--- config.mk ---
export PLATFORM = sky130hd
export DESIGN_NAME = mem_port_arbiter_flat
export DESIGN_NICKNAME = d
export VERILOG_FILES = /design/src/rtl/mem_port_arbiter_if.sv /design/src/rtl/mem_port_arbiter.sv /design/src/flat_wrapper.sv
export SDC_FILE = /design/constraint.sdc
export NUM_CORES = 1
export LEC_CHECK = 0
export ABC_AREA = 0
export CAP_MARGIN = 10
export CORE_UTILIZATION = 38
export DETAILED_ROUTE_END_ITERATION = 16
export PLACE_DENSITY = 0.76
export SLEW_MARGIN = 40
export SYNTH_ARGS = -nofsm -noshare
export SYNTH_HDL_FRONTEND = slang
export SYNTH_SLANG_ARGS = --single-unit
--- constraint.sdc ---
create_clock -name clk -period 6.3 [get_ports clk]
set_clock_uncertainty 0.05 [all_clocks]
set_input_delay 1.575 -clock clk [delete_from_list [all_inputs] [get_ports clk]]
set_output_delay 1.575 -clock clk [all_outputs]
set_load 0.01 [all_outputs]
--- src/rtl/mem_port_arbiter_if.sv ---
// rtl/mem_port_arbiter_if.sv - requester, memory and status signals of the shared memory port
interface mem_port_arbiter_if;
    // instruction-fetch side
    logic        i_read;
    logic [31:0] i_addr;
    logic [31:0] i_rdata;
    logic        i_resp;
    // load/store side
    logic        d_read;
    logic        d_write;
    logic [31:0] d_addr;
    logic [31:0] d_wdata;
    logic [3:0]  d_wmask;
    logic [31:0] d_rdata;
    logic        d_resp;
    // physical memory port
    logic        mem_read;
    logic        mem_write;
    logic [31:0] mem_addr;
    logic [31:0] mem_wdata;
    logic [3:0]  mem_wmask;
    logic [31:0] mem_rdata;
    logic        mem_resp;
    logic        timeout_err;

    modport slave (
        input  i_read, i_addr, d_read, d_write, d_addr, d_wdata, d_wmask,
               mem_rdata, mem_resp,
        output i_rdata, i_resp, d_rdata, d_resp,
               mem_read, mem_write, mem_addr, mem_wdata, mem_wmask, timeout_err
    );

    modport master (
        output i_read, i_addr, d_read, d_write, d_addr, d_wdata, d_wmask,
               mem_rdata, mem_resp,
        input  i_rdata, i_resp, d_rdata, d_resp,
               mem_read, mem_write, mem_addr, mem_wdata, mem_wmask, timeout_err
    );
endinterface

--- src/rtl/mem_port_arbiter.sv ---
// rtl/mem_port_arbiter.sv - round-robin I/D arbiter sharing one memory port, with response watchdog
module mem_port_arbiter #(
    parameter int unsigned TIMEOUT_CYCLES = 1024
) (
    input  logic               clk,
    input  logic               rst_n,
    mem_port_arbiter_if.slave  bus
);
    typedef enum logic [1:0] {IDLE, SERVE_I, SERVE_D} state_e;
    typedef enum logic {GNT_I, GNT_D} side_e;

    // A limit outside the 16-bit counter range can never be reached, so it behaves as disabled.
    localparam bit          WD_EN  = (TIMEOUT_CYCLES != 0) && (TIMEOUT_CYCLES < 32'h0001_0000);
    localparam logic [15:0] WD_LIM = 16'(TIMEOUT_CYCLES);

    state_e      state_q;
    side_e       last_grant_q;
    logic        mem_read_q;
    logic        mem_write_q;
    logic [31:0] mem_addr_q;
    logic [31:0] mem_wdata_q;
    logic [3:0]  mem_wmask_q;
    logic [15:0] wd_cnt_q;
    logic        timeout_err_q;

    logic        i_pend;
    logic        d_pend;
    logic        grant_i_d;
    logic        grant_d_d;
    logic        resp_i;
    logic        resp_d;
    logic [15:0] wd_cnt_d;
    logic        wd_hit_d;

    always_comb begin
        i_pend    = bus.i_read;
        d_pend    = bus.d_read | bus.d_write;
        // On a tie the side that did not win last time gets the port.
        grant_d_d = d_pend && (!i_pend || (last_grant_q == GNT_I));
        grant_i_d = i_pend && !grant_d_d;
        resp_i    = (state_q == SERVE_I) && bus.mem_resp;
        resp_d    = (state_q == SERVE_D) && bus.mem_resp;
        wd_cnt_d  = (wd_cnt_q == 16'hFFFF) ? wd_cnt_q : (wd_cnt_q + 16'd1);
        wd_hit_d  = WD_EN && (state_q != IDLE) && !bus.mem_resp && (wd_cnt_d == WD_LIM);
    end

    always_ff @(posedge clk or negedge rst_n) begin
        if (!rst_n) begin
            state_q       <= IDLE;
            last_grant_q  <= GNT_I;
            mem_read_q    <= 1'b0;
            mem_write_q   <= 1'b0;
            mem_addr_q    <= '0;
            mem_wdata_q   <= '0;
            mem_wmask_q   <= '0;
            wd_cnt_q      <= '0;
            timeout_err_q <= 1'b0;
        end else begin
            case (state_q)
                IDLE: begin
                    if (grant_d_d) begin
                        state_q      <= SERVE_D;
                        last_grant_q <= GNT_D;
                        mem_addr_q   <= bus.d_addr;
                        wd_cnt_q     <= '0;
                        // A simultaneous read and write request is served as the write.
                        if (bus.d_write) begin
                            mem_read_q  <= 1'b0;
                            mem_write_q <= 1'b1;
                            mem_wdata_q <= bus.d_wdata;
                            mem_wmask_q <= bus.d_wmask;
                        end else begin
                            mem_read_q  <= 1'b1;
                            mem_write_q <= 1'b0;
                            mem_wdata_q <= '0;
                            mem_wmask_q <= 4'b1111;
                        end
                    end else if (grant_i_d) begin
                        state_q      <= SERVE_I;
                        last_grant_q <= GNT_I;
                        mem_addr_q   <= bus.i_addr;
                        mem_read_q   <= 1'b1;
                        mem_write_q  <= 1'b0;
                        mem_wdata_q  <= '0;
                        mem_wmask_q  <= 4'b0000;
                        wd_cnt_q     <= '0;
                    end
                end
                SERVE_I, SERVE_D: begin
                    if (bus.mem_resp) begin
                        state_q     <= IDLE;
                        mem_read_q  <= 1'b0;
                        mem_write_q <= 1'b0;
                    end else begin
                        wd_cnt_q <= wd_cnt_d;
                        if (wd_hit_d) begin
                            timeout_err_q <= 1'b1;
                        end
                    end
                end
                default: begin
                    state_q     <= IDLE;
                    mem_read_q  <= 1'b0;
                    mem_write_q <= 1'b0;
                end
            endcase
        end
    end

    assign bus.mem_read    = mem_read_q;
    assign bus.mem_write   = mem_write_q;
    assign bus.mem_addr    = mem_addr_q;
    assign bus.mem_wdata   = mem_wdata_q;
    assign bus.mem_wmask   = mem_wmask_q;
    assign bus.timeout_err = timeout_err_q;
    assign bus.i_resp      = resp_i;
    assign bus.d_resp      = resp_d;
    assign bus.i_rdata     = resp_i ? bus.mem_rdata : '0;
    assign bus.d_rdata     = resp_d ? bus.mem_rdata : '0;
endmodule

--- src/flat_wrapper.sv ---
// flat-port wrapper written by rule: the top's interface ports become plain ports
module mem_port_arbiter_flat 
#(
    parameter int unsigned TIMEOUT_CYCLES = 1024
)
  (clk, rst_n, bus_i_read, bus_i_addr, bus_d_read, bus_d_write, bus_d_addr, bus_d_wdata, bus_d_wmask, bus_mem_rdata, bus_mem_resp, bus_i_rdata, bus_i_resp, bus_d_rdata, bus_d_resp, bus_mem_read, bus_mem_write, bus_mem_addr, bus_mem_wdata, bus_mem_wmask, bus_timeout_err);
  mem_port_arbiter_if bus_i ();
  input  logic clk;
  input  logic rst_n;
  input wire logic [$bits(bus_i.i_read)-1:0] bus_i_read;
  input wire logic [$bits(bus_i.i_addr)-1:0] bus_i_addr;
  input wire logic [$bits(bus_i.d_read)-1:0] bus_d_read;
  input wire logic [$bits(bus_i.d_write)-1:0] bus_d_write;
  input wire logic [$bits(bus_i.d_addr)-1:0] bus_d_addr;
  input wire logic [$bits(bus_i.d_wdata)-1:0] bus_d_wdata;
  input wire logic [$bits(bus_i.d_wmask)-1:0] bus_d_wmask;
  input wire logic [$bits(bus_i.mem_rdata)-1:0] bus_mem_rdata;
  input wire logic [$bits(bus_i.mem_resp)-1:0] bus_mem_resp;
  output wire logic [$bits(bus_i.i_rdata)-1:0] bus_i_rdata;
  output wire logic [$bits(bus_i.i_resp)-1:0] bus_i_resp;
  output wire logic [$bits(bus_i.d_rdata)-1:0] bus_d_rdata;
  output wire logic [$bits(bus_i.d_resp)-1:0] bus_d_resp;
  output wire logic [$bits(bus_i.mem_read)-1:0] bus_mem_read;
  output wire logic [$bits(bus_i.mem_write)-1:0] bus_mem_write;
  output wire logic [$bits(bus_i.mem_addr)-1:0] bus_mem_addr;
  output wire logic [$bits(bus_i.mem_wdata)-1:0] bus_mem_wdata;
  output wire logic [$bits(bus_i.mem_wmask)-1:0] bus_mem_wmask;
  output wire logic [$bits(bus_i.timeout_err)-1:0] bus_timeout_err;
  assign bus_i.i_read = bus_i_read;
  assign bus_i.i_addr = bus_i_addr;
  assign bus_i.d_read = bus_d_read;
  assign bus_i.d_write = bus_d_write;
  assign bus_i.d_addr = bus_d_addr;
  assign bus_i.d_wdata = bus_d_wdata;
  assign bus_i.d_wmask = bus_d_wmask;
  assign bus_i.mem_rdata = bus_mem_rdata;
  assign bus_i.mem_resp = bus_mem_resp;
  assign bus_i_rdata = bus_i.i_rdata;
  assign bus_i_resp = bus_i.i_resp;
  assign bus_d_rdata = bus_i.d_rdata;
  assign bus_d_resp = bus_i.d_resp;
  assign bus_mem_read = bus_i.mem_read;
  assign bus_mem_write = bus_i.mem_write;
  assign bus_mem_addr = bus_i.mem_addr;
  assign bus_mem_wdata = bus_i.mem_wdata;
  assign bus_mem_wmask = bus_i.mem_wmask;
  assign bus_timeout_err = bus_i.timeout_err;
  mem_port_arbiter #(.TIMEOUT_CYCLES(TIMEOUT_CYCLES)) u_core (.clk(clk), .rst_n(rst_n), .bus(bus_i));
endmodule
==> flow_summary.toml <==
[drt]
detail_route.drc_violations = 0
drt_iter0_drc = 318
average_via_count_per_standard_cell = 5.19
drt_pass1_iterations = 4
dr_total_vias = 5041
ant_nets = 0
postRouteWirelength_um = 15900
wl_per_cell_um = 16.4

[global_routing]
first_global_vias = 4741
grt_pass1_wl_um = 24300
grt_start_max_net_pins = 137
global_route.usage.total_pct = 23.6
globalRoute.totalOverflow = 0
antenna_found_initial = 0

[sta]
min_period_over_period_pct = 77.4
rsz0062_at_grt = "false"
max_slew.worst_pin.slew_ns = 0.783
hold_viol = 0
finalSetupViolations = 0
final_max_slew_viols = 0
timing.setup.tns_ns = 0
timing.final.crit_period_ns = 4.87
max_freq_ghz = 0.205
worst_slew_margin_rel_pct = 47.6

[yosys]
synth-seq-area-share_pct = 46.2
synth_enable_flop_cells = 0
postSynthRegisterBits = 90
yosysWarningCount = 0
netlist_area_sq_um = 4870
yosys-top-cells-area = "dfrtp_1, nand2_1, and3_1"
avgSynthCellArea_sq_um = 8.85
synth_top_cell_by_area = "dfrtp_1"
synth_nets = 693
asyncSetResetFlopFracSynth_pct = 100
yosys.cell_count.top_type = "nand2_1"
synth_top_cells_by_count = "nand2_1, dfrtp_1, o21ai_0"
yosysTopAreaCellShare_pct = 46.2
synthCells = 551
ys.flop_type = "dfrtp_1"
post_synth_num_cell_types = 53

[worst_hold_path]
hold-path-endpoint = "u_core.bus.timeout_err"
timing.hold.worst_path_depth = 2
hold_path_class = "reg -> reg"
min_from = "u_core.bus.timeout_err"

[place]
port_buffers = 274
placed_cells = 955
place.gp.congestion = 0.841
placed_area_sq_um = 7690
place_hpwl_um = 11800

[finish]
final.fill_count = 1035
areaGrowthSynthToFinish_pct = 63.6
final_cell_count_no_fill = 971
post_route_cells_drive_above_1_share_pct = 4.26
fin_area_sq_um = 7970
antenna-diode-count = 0
seqCellArea_sq_um = 2250
area_of_the_multi_input_gates_sq_um = 2430
num-nets-final = 936

[power_and_ir_drop]
power.combinational.fraction_pct = 50.6
p_seq_share_pct = 32.3
power.clock.fraction_pct = 17.1
cell_internal_pwr_mw = 1.82
irDropWorstVdd_mv = 0.234
leakagePower_nw = 3.52
sw_power_mw = 1.12
power_density_nw_per_um2 = 369
switching_share_pct = 38.0

[die]
io_pins = 275
die-area_sq_um = 13300
core_area_sq_um = 12600
initial_utilization_pct = 38.8
std_cell_rows = 41
floorplan.die.height_um = 115
dieWidth_um = 115

[critical_path]
timing.critical_path.arrival_ns = 3.25
required_ns = 4.68
path_class = "in -> out"
path_max_fanout = 68
worst_setup_path_start_kind = "primary input"
endpoint_kind = "output port"
reg_to_reg_startpoint = "u_core.state_q[0]"
ff2ff_path_depth = 7
r2r-end = "u_core.wd_cnt_q[0]"
regToRegSetupSlack_ns = 3.75

[clocking]
numClockSinks = 90
path_clk_slew_ns = 0.06
cts_setup_buffers = 0
cts_tree = "built"
cts_made_buffers = 9
quantity_of_gates_resized_following_cts = 0
maximum_number_of_buffers_from_clock_root_to_sink = 2
clk_root_buffer_cell = "clkbuf_16"
cts_hold_buffers = 0
deepest_level_of_the_cts_h_tree = 3
clock_insertion_delay_worst_skew_ns = 0.34

[run_status]
run_status = "finished, final reports clean"

[job]
maxCapViolCount = 0
-- cell type report --
cell class | instances | share of cell area [%]
well taps | 172 | 2.70
clock buffers | 12 | 3.09
clock inverters | 4 | 0.330
flip-flops and latches | 90 | 28.2
multi-input cells | 410 | 30.5
inverters | 4 | 0.188
repair buffers | 279 | 35.0
-- metrics by stage --
stage | utilization, % | power [mW] | setup slack, ns | hold WS [ns]
finish | 63.4 | 2.94 | 1.43 | 0.413
global route | 63.4 | 3.14 | 1.34 | 0.442
CTS | 63.4 | 2.96 | 1.45 | 0.422
detailed placement | 61.2 | 2.45 | 1.45 | 0.408
global placement | 61.1 | 2.40 | 1.48 | 0.400
floorplan | - | 1.64 | 2.46 | 0.420
-- cells by family after synthesis --
family,share of synthesized area (%)
multiplexers,7.21
flip-flops,46.2
XOR/XNOR,0.539
AND/OR/NAND/NOR,26.0
buffers and inverters,4.67
AO/OA/AOI/OAI,14.4
adder cells (fa/ha/maj),1.03
-- sequential cells by signal, summed over array words and instances (netlist names) --
name                    count
u_core.bus.mem_addr        32
u_core.bus.mem_read         1
u_core.bus.mem_wdata       32
u_core.bus.mem_wmask        4
u_core.bus.mem_write        1
u_core.bus.timeout_err      1
u_core.last_grant_q         1
u_core.state_q              2
u_core.wd_cnt_q            16
-- critical path: stages --
cell and delay [ns]:
clkdlybuf4s50_1 0.45, buf_4 0.41, and3_1 0.27, clkdlybuf4s50_1 0.54
-- placed cells by master (no fill, tap or decap), types with 4 or more instances in the layout --
master and instances:
nor3_1 5, and3_1 69, nand3_1 9, buf_4 4
nand2_1 120, inv_1 4, nor2b_1 5, o21ai_0 78
a21oi_1 9, mux2i_1 34, nor2_1 13, nand4_1 7
o31ai_1 5, dfrtp_1 90, clkdlybuf4s50_1 273, clkbuf_16 9
-- layer usage --
metal	GRT usage, %	vias to the layer above	routed length (um)
met2	40.0	196	8070
li1	-	2432	-
met3	6.38	22	1180
met5	0	-	0
met4	7.79	0	259
met1	29.2	2391	6370
-- how the worst max path moves through the flow --
stage	startpoint	end	slack, ns	depth (start not counted)
floorplan	bus_mem_resp	bus_d_rdata[0]	2.46	3
global placement	bus_mem_resp	bus_i_rdata[0]	1.48	4
detailed placement	bus_mem_resp	bus_i_rdata[0]	1.45	4
CTS	bus_mem_resp	bus_i_rdata[0]	1.45	4
global route	bus_mem_resp	bus_i_rdata[0]	1.34	4
finish	bus_mem_resp	bus_i_rdata[0]	1.43	4
-- power groups by stage --
stage / logic [mW] / registers, mW / clock network [mW]
2_1_floorplan: 0.609 / 1.03 / 0
3_3_place_gp: 1.46 / 0.942 / 0
3_5_place_dp: 1.50 / 0.953 / 0
4_1_cts: 1.50 / 0.950 / 0.509
5_1_grt: 1.62 / 0.982 / 0.538
6_report: 1.49 / 0.951 / 0.502
No activity file was read; power rests on OpenSTA's default activity.
